[src/rtl/mem_traffic_pkg.sv]
// Shared encodings and constants for the memory traffic generator/checker.
package mem_traffic_pkg;

  typedef enum logic [1:0] {
    MODE_INCR    = 2'd0,
    MODE_WALK    = 2'd1,
    MODE_LFSR    = 2'd2,
    MODE_INVADDR = 2'd3
  } mode_e;

  typedef enum logic [2:0] {
    IDLE  = 3'd0,
    WRITE = 3'd1,
    READ  = 3'd2,
    DRAIN = 3'd3,
    DONE  = 3'd4
  } state_e;

  // Galois form of x^32 + x^22 + x^2 + x + 1 (right-shifting)
  localparam logic [31:0] LFSR_TAPS = 32'h8020_0003;
  localparam logic [15:0] ERR_SAT   = 16'hFFFF;

  function automatic logic [31:0] lfsr_step(input logic [31:0] s);
    return {1'b0, s[31:1]} ^ (s[0] ? LFSR_TAPS : 32'h0);
  endfunction

  function automatic logic [31:0] lfsr_seed(input logic [31:0] s);
    return (s == 32'h0) ? 32'h1 : s;
  endfunction

endpackage

[src/rtl/mem_traffic_pattern.sv]
// Per-word data pattern generator; one copy drives write data, another regenerates
// expected read data so the checker never relies on what was written.
module mem_traffic_pattern
  import mem_traffic_pkg::*;
#(
  parameter int unsigned DATA_W = 16,
  parameter int unsigned ADDR_W = 24,
  parameter logic [31:0] SEED   = 32'hACE1_2468
) (
  input  logic              clk_i,
  input  logic              rst_ni,
  input  mode_e             mode_i,
  input  logic [ADDR_W-1:0] index_i,
  input  logic [ADDR_W-1:0] addr_i,
  input  logic              restart_i,
  input  logic              advance_i,
  output logic [DATA_W-1:0] pattern_o
);

  localparam int unsigned SH_W = $clog2(DATA_W);

  logic [31:0]       lfsr_q, lfsr_d;
  logic [ADDR_W-1:0] inv_addr;
  logic [31:0]       idx_ext, inv_ext;

  always_comb begin
    lfsr_d = lfsr_q;
    if (restart_i) begin
      lfsr_d = lfsr_seed(SEED);
    end else if (advance_i) begin
      lfsr_d = lfsr_step(lfsr_q);
    end
  end

  always_ff @(posedge clk_i or negedge rst_ni) begin
    if (!rst_ni) begin
      lfsr_q <= lfsr_seed(SEED);
    end else begin
      lfsr_q <= lfsr_d;
    end
  end

  // Invert at address width first so narrow addresses zero-extend
  always_comb begin
    inv_addr  = ~addr_i;
    idx_ext   = 32'(index_i);
    inv_ext   = 32'(inv_addr);
    pattern_o = '0;
    case (mode_i)
      MODE_INCR: pattern_o = idx_ext[DATA_W-1:0];
      MODE_WALK: pattern_o = {{(DATA_W-1){1'b0}}, 1'b1} << index_i[SH_W-1:0];
      MODE_LFSR: pattern_o = lfsr_q[DATA_W-1:0];
      default:   pattern_o = inv_ext[DATA_W-1:0];
    endcase
  end

endmodule

[config.mk]
export PLATFORM = sky130hd
export DESIGN_NAME = mem_traffic_pattern
export DESIGN_NICKNAME = d
export VERILOG_FILES = /design/src/rtl/mem_traffic_pkg.sv /design/src/rtl/mem_traffic_pattern.sv
export SDC_FILE = /design/constraint.sdc
export NUM_CORES = 1
export LEC_CHECK = 0
export ABC_AREA = 1
export BUFFER_PORTS_ARGS = -buffer_cell sky130_fd_sc_hd__buf_2
export CORE_MARGIN = 2
export CORE_UTILIZATION = 51
export CTS_BUF_LIST = sky130_fd_sc_hd__clkbuf_8
export CTS_CLUSTER_DIAMETER = 100
export DETAILED_ROUTE_END_ITERATION = 8
export PLACE_DENSITY = 0.82
export SLEW_MARGIN = 25
export SYNTH_ARGS = -nofsm -noshare
export SYNTH_HDL_FRONTEND = slang
export SYNTH_SLANG_ARGS = --single-unit
[constraint.sdc]
create_clock -name clk_i -period 1.05 [get_ports clk_i]
set_input_delay 0.1575 -clock clk_i [delete_from_list [all_inputs] [get_ports clk_i]]
set_output_delay 0.1575 -clock clk_i [all_outputs]
set_load 0.01 [all_outputs]
==> flow_summary.json <==
{
  "fp.dieArea_um2": 4260,
  "fin_crit_ns": 1.35,
  "dr_total_vias": 1897,
  "slowest_stage": "dfstp_2",
  "coreArea_um2": 3630,
  "cts-root-buf": "clkbuf_8",
  "globalRoute.totalOverflow": 0,
  "viasPerCell": 4.94,
  "start_util_pct": 52.7,
  "fin_nets": 389,
  "seq_area_um2": 817,
  "ios": 70,
  "largestRegisters": "lfsr_q (32)",
  "gp_congestion": 0.874,
  "cts_buffer_depth": 2,
  "synth_area_um2": 1910,
  "drt_iter0_markers": 116,
  "wire_per_inst_um": 11.7,
  "start_kind": "flop",
  "num-fill-cells": 297,
  "ant_nets": 0,
  "slew_headroom_pct": 74.4,
  "multi_input_area_um2": 898,
  "portBuffers": 53,
  "min_from": "restart_i",
  "p_int_mw": 2.16,
  "fin_ws_ns": -0.295,
  "critPathLaunch": "lfsr_q[3]",
  "synth_area_leaders": "dfrtp_1 (25%), dfstp_2 (18%), nand2_1 (12%), nand3_1 (8.9%), inv_1 (7.7%)",
  "fin_util_pct": 69.7,
  "outcome": "complete, but fails checks",
  "clkSinkCount": 32,
  "clk_pin_slew_worst_paths_ns": 0.06,
  "antenna_cells": 0,
  "slew_viol_final": 0,
  "largest_reg_flops": 32,
  "drt_first_pass_iters": 4,
  "crit_path_end_kind": "primary output",
  "worstPathMaxFanout": 2,
  "fin_tns_setup_ns": -3.02,
  "tightest_slew_ns": 0.385,
  "violations": "negative setup slack",
  "pwr-share-clk_pct": 31.7,
  "rsz0062_at_grt": "true",
  "drive_gt1_share_pct": 37.2,
  "rows": 22,
  "cp_data_required_time_ns": 0.89,
  "hold_class": "input pin to flop",
  "finalHoldViolations": 0,
  "synth_nets": 315,
  "cpPeakStageDelay_ns": 0.54,
  "cts_buffers": 5,
  "avgSynthCellArea_um2": 7.33,
  "timing.rr.start": "lfsr_q[0]",
  "dpl_cell_area_um2": 2260,
  "rr_worst_depth": 4,
  "finalClockSkew_ns": 0.00275,
  "synth_cells": 261,
  "ys_types": 21,
  "synth_seq_area_share_pct": 42.7,
  "arrival_ns": 1.19,
  "maxCapViolations": 0,
  "criticalPathCategory": "flop to primary output",
  "place_hpwl_um": 3220,
  "cp_cell_sequence": "nand3_2 > nand2_1 > inv_1 > nand3_1 > buf_2",
  "comb_power_share_pct": 21.9,
  "switching_share_pct": 27.4,
  "synth_top_area_share_pct": 24.9,
  "seqPwrFrac_pct": 46.4,
  "power_switching_mw": 0.814,
  "fin_crit_sh_pct": 128,
  "ys_ff_latch": 32,
  "grt_pass1_wl_um": 7130,
  "area_growth_pct": 32.4,
  "grt_antenna_before_repair": 0,
  "cts_tree": "yes",
  "routed_wl_um": 4510,
  "whs_ns": 0.195,
  "grt_pass1_vias": 1667,
  "setup_viol": 16,
  "ctsHtreeMaxLevel": 2,
  "final_area_um2": 2530,
  "yosys_warnings": 0,
  "leakage_nw": 1.35,
  "grt_max_degree": 33,
  "peakVddDrop_v": 0.00110,
  "synth_top_area_cell": "dfrtp_1",
  "top_register": "lfsr_q",
  "hold_path_depth": 3,
  "die_h_um": 65.2,
  "fmax_mhz": 743,
  "insertion_delay_ns": 0.28,
  "drc": 0,
  "die_w_um": 65.2,
  "track_usage_pct": 21.3,
  "powerDensity_nw_per_um2": 1170
}
[power by group through the flow]
stage	registers (mW)	clock network [mW]	logic [mW]
2_1_floorplan	1.39	0	0.331
3_3_place_gp	1.40	0	0.548
3_5_place_dp	1.40	0	0.558
4_1_cts	1.38	0.984	0.600
5_1_grt	1.39	1.02	0.725
6_report	1.38	0.942	0.651
[through the flow]
step	worst slack, ns	total power [mW]	cells
finish	-0.295	2.97	384
global route	-0.345	3.13	384
CTS	-0.327	2.96	378
detailed placement	-0.0767	1.96	362
global placement	-0.0564	1.95	362
floorplan	0.0355	1.72	261
[cell families after synthesis]
group	after synthesis	share of synthesized area, %
AO/OA/AOI/OAI	44	12.2
XOR/XNOR	2	0.916
buffers and inverters	55	12.6
flip-flops	32	42.7
AND/OR/NAND/NOR	128	31.7
[area by class of cell]
type / count / share of cell area (%)
Tap cell: 48 / 2.37
Sequential cell: 32 / 32.2
Timing Repair Buffer: 78 / 19.7
Clock inverter: 2 / 0.395
Inverter: 44 / 6.57
Clock buffer: 6 / 3.26
Multi-Input combinational cell: 174 / 35.5
[final timing paths]
path / endpoint / slack (ns)
max in group asynchronous: lfsr_q[16] / 0.30
setup reg to reg: lfsr_q[1] / 0.02
setup / recovery: pattern_o[3] / -0.30
hold / removal: lfsr_q[16] / 0.20
min in group asynchronous: lfsr_q[25] / 0.42
hold reg to reg: lfsr_q[22] / 0.48
[synthesized netlist by cell type]
cell	instances
nand2_1	62
inv_1	39
nand3_1	34
o21ai_0	20
dfrtp_1	19
a21oi_1	14
dfstp_2	13
o22ai_1	10
or2_0	10
nor2_1	9
or2_2	6
buf_4	4
clkinv_1	4
nor2_4	4
buf_2	3
buf_6	2
clkbuf_1	2
nand2_2	2
xnor2_1	2
inv_2	1
nand2_4	1
[layout by cell type, fill, tap and decap left out]
master	n
buf_6	5
dfstp_2	13
nand2_2	3
clkinv_2	3
o22ai_1	10
nand2_1	61
a21oi_1	14
clkbuf_8	6
xnor2_1	2
o21ai_0	18
inv_1	39
nor2_1	9
buf_2	48
nand3_2	8
buf_4	23
inv_2	4
nand3_1	26
nand2_4	1
dfrtp_1	19
or2_2	6
dlygate4sd3_1	1
nor2_4	4
o21ai_1	2
buf_12	1
or2_0	10
[worst max-delay path: cells and delay by family, from the launching register on]
family | cells | cell delay (ns)
AND/OR/NAND/NOR | 3 | 0.20
flip-flops | 1 | 0.54
buffers and inverters | 2 | 0.18
[timing repair]
item / in CTS / in global routing
hold buffers: 1 / 0
resized for setup: 4 / 16
pin swaps: 16 / 6
setup endpoints to repair: 16 / 16
hold endpoints to repair: 19 / 0
setup buffers: 7 / 6
[per-layer routing]
metal	global-route usage (%)	vias up	wire (µm)
met1	27.2	850	2010
met3	4.11	2	307
met2	37.1	76	2160
met4	5.47	0	32
li1	-	969	-
met5	0	-	0
(Power assumes the default switching activity.)
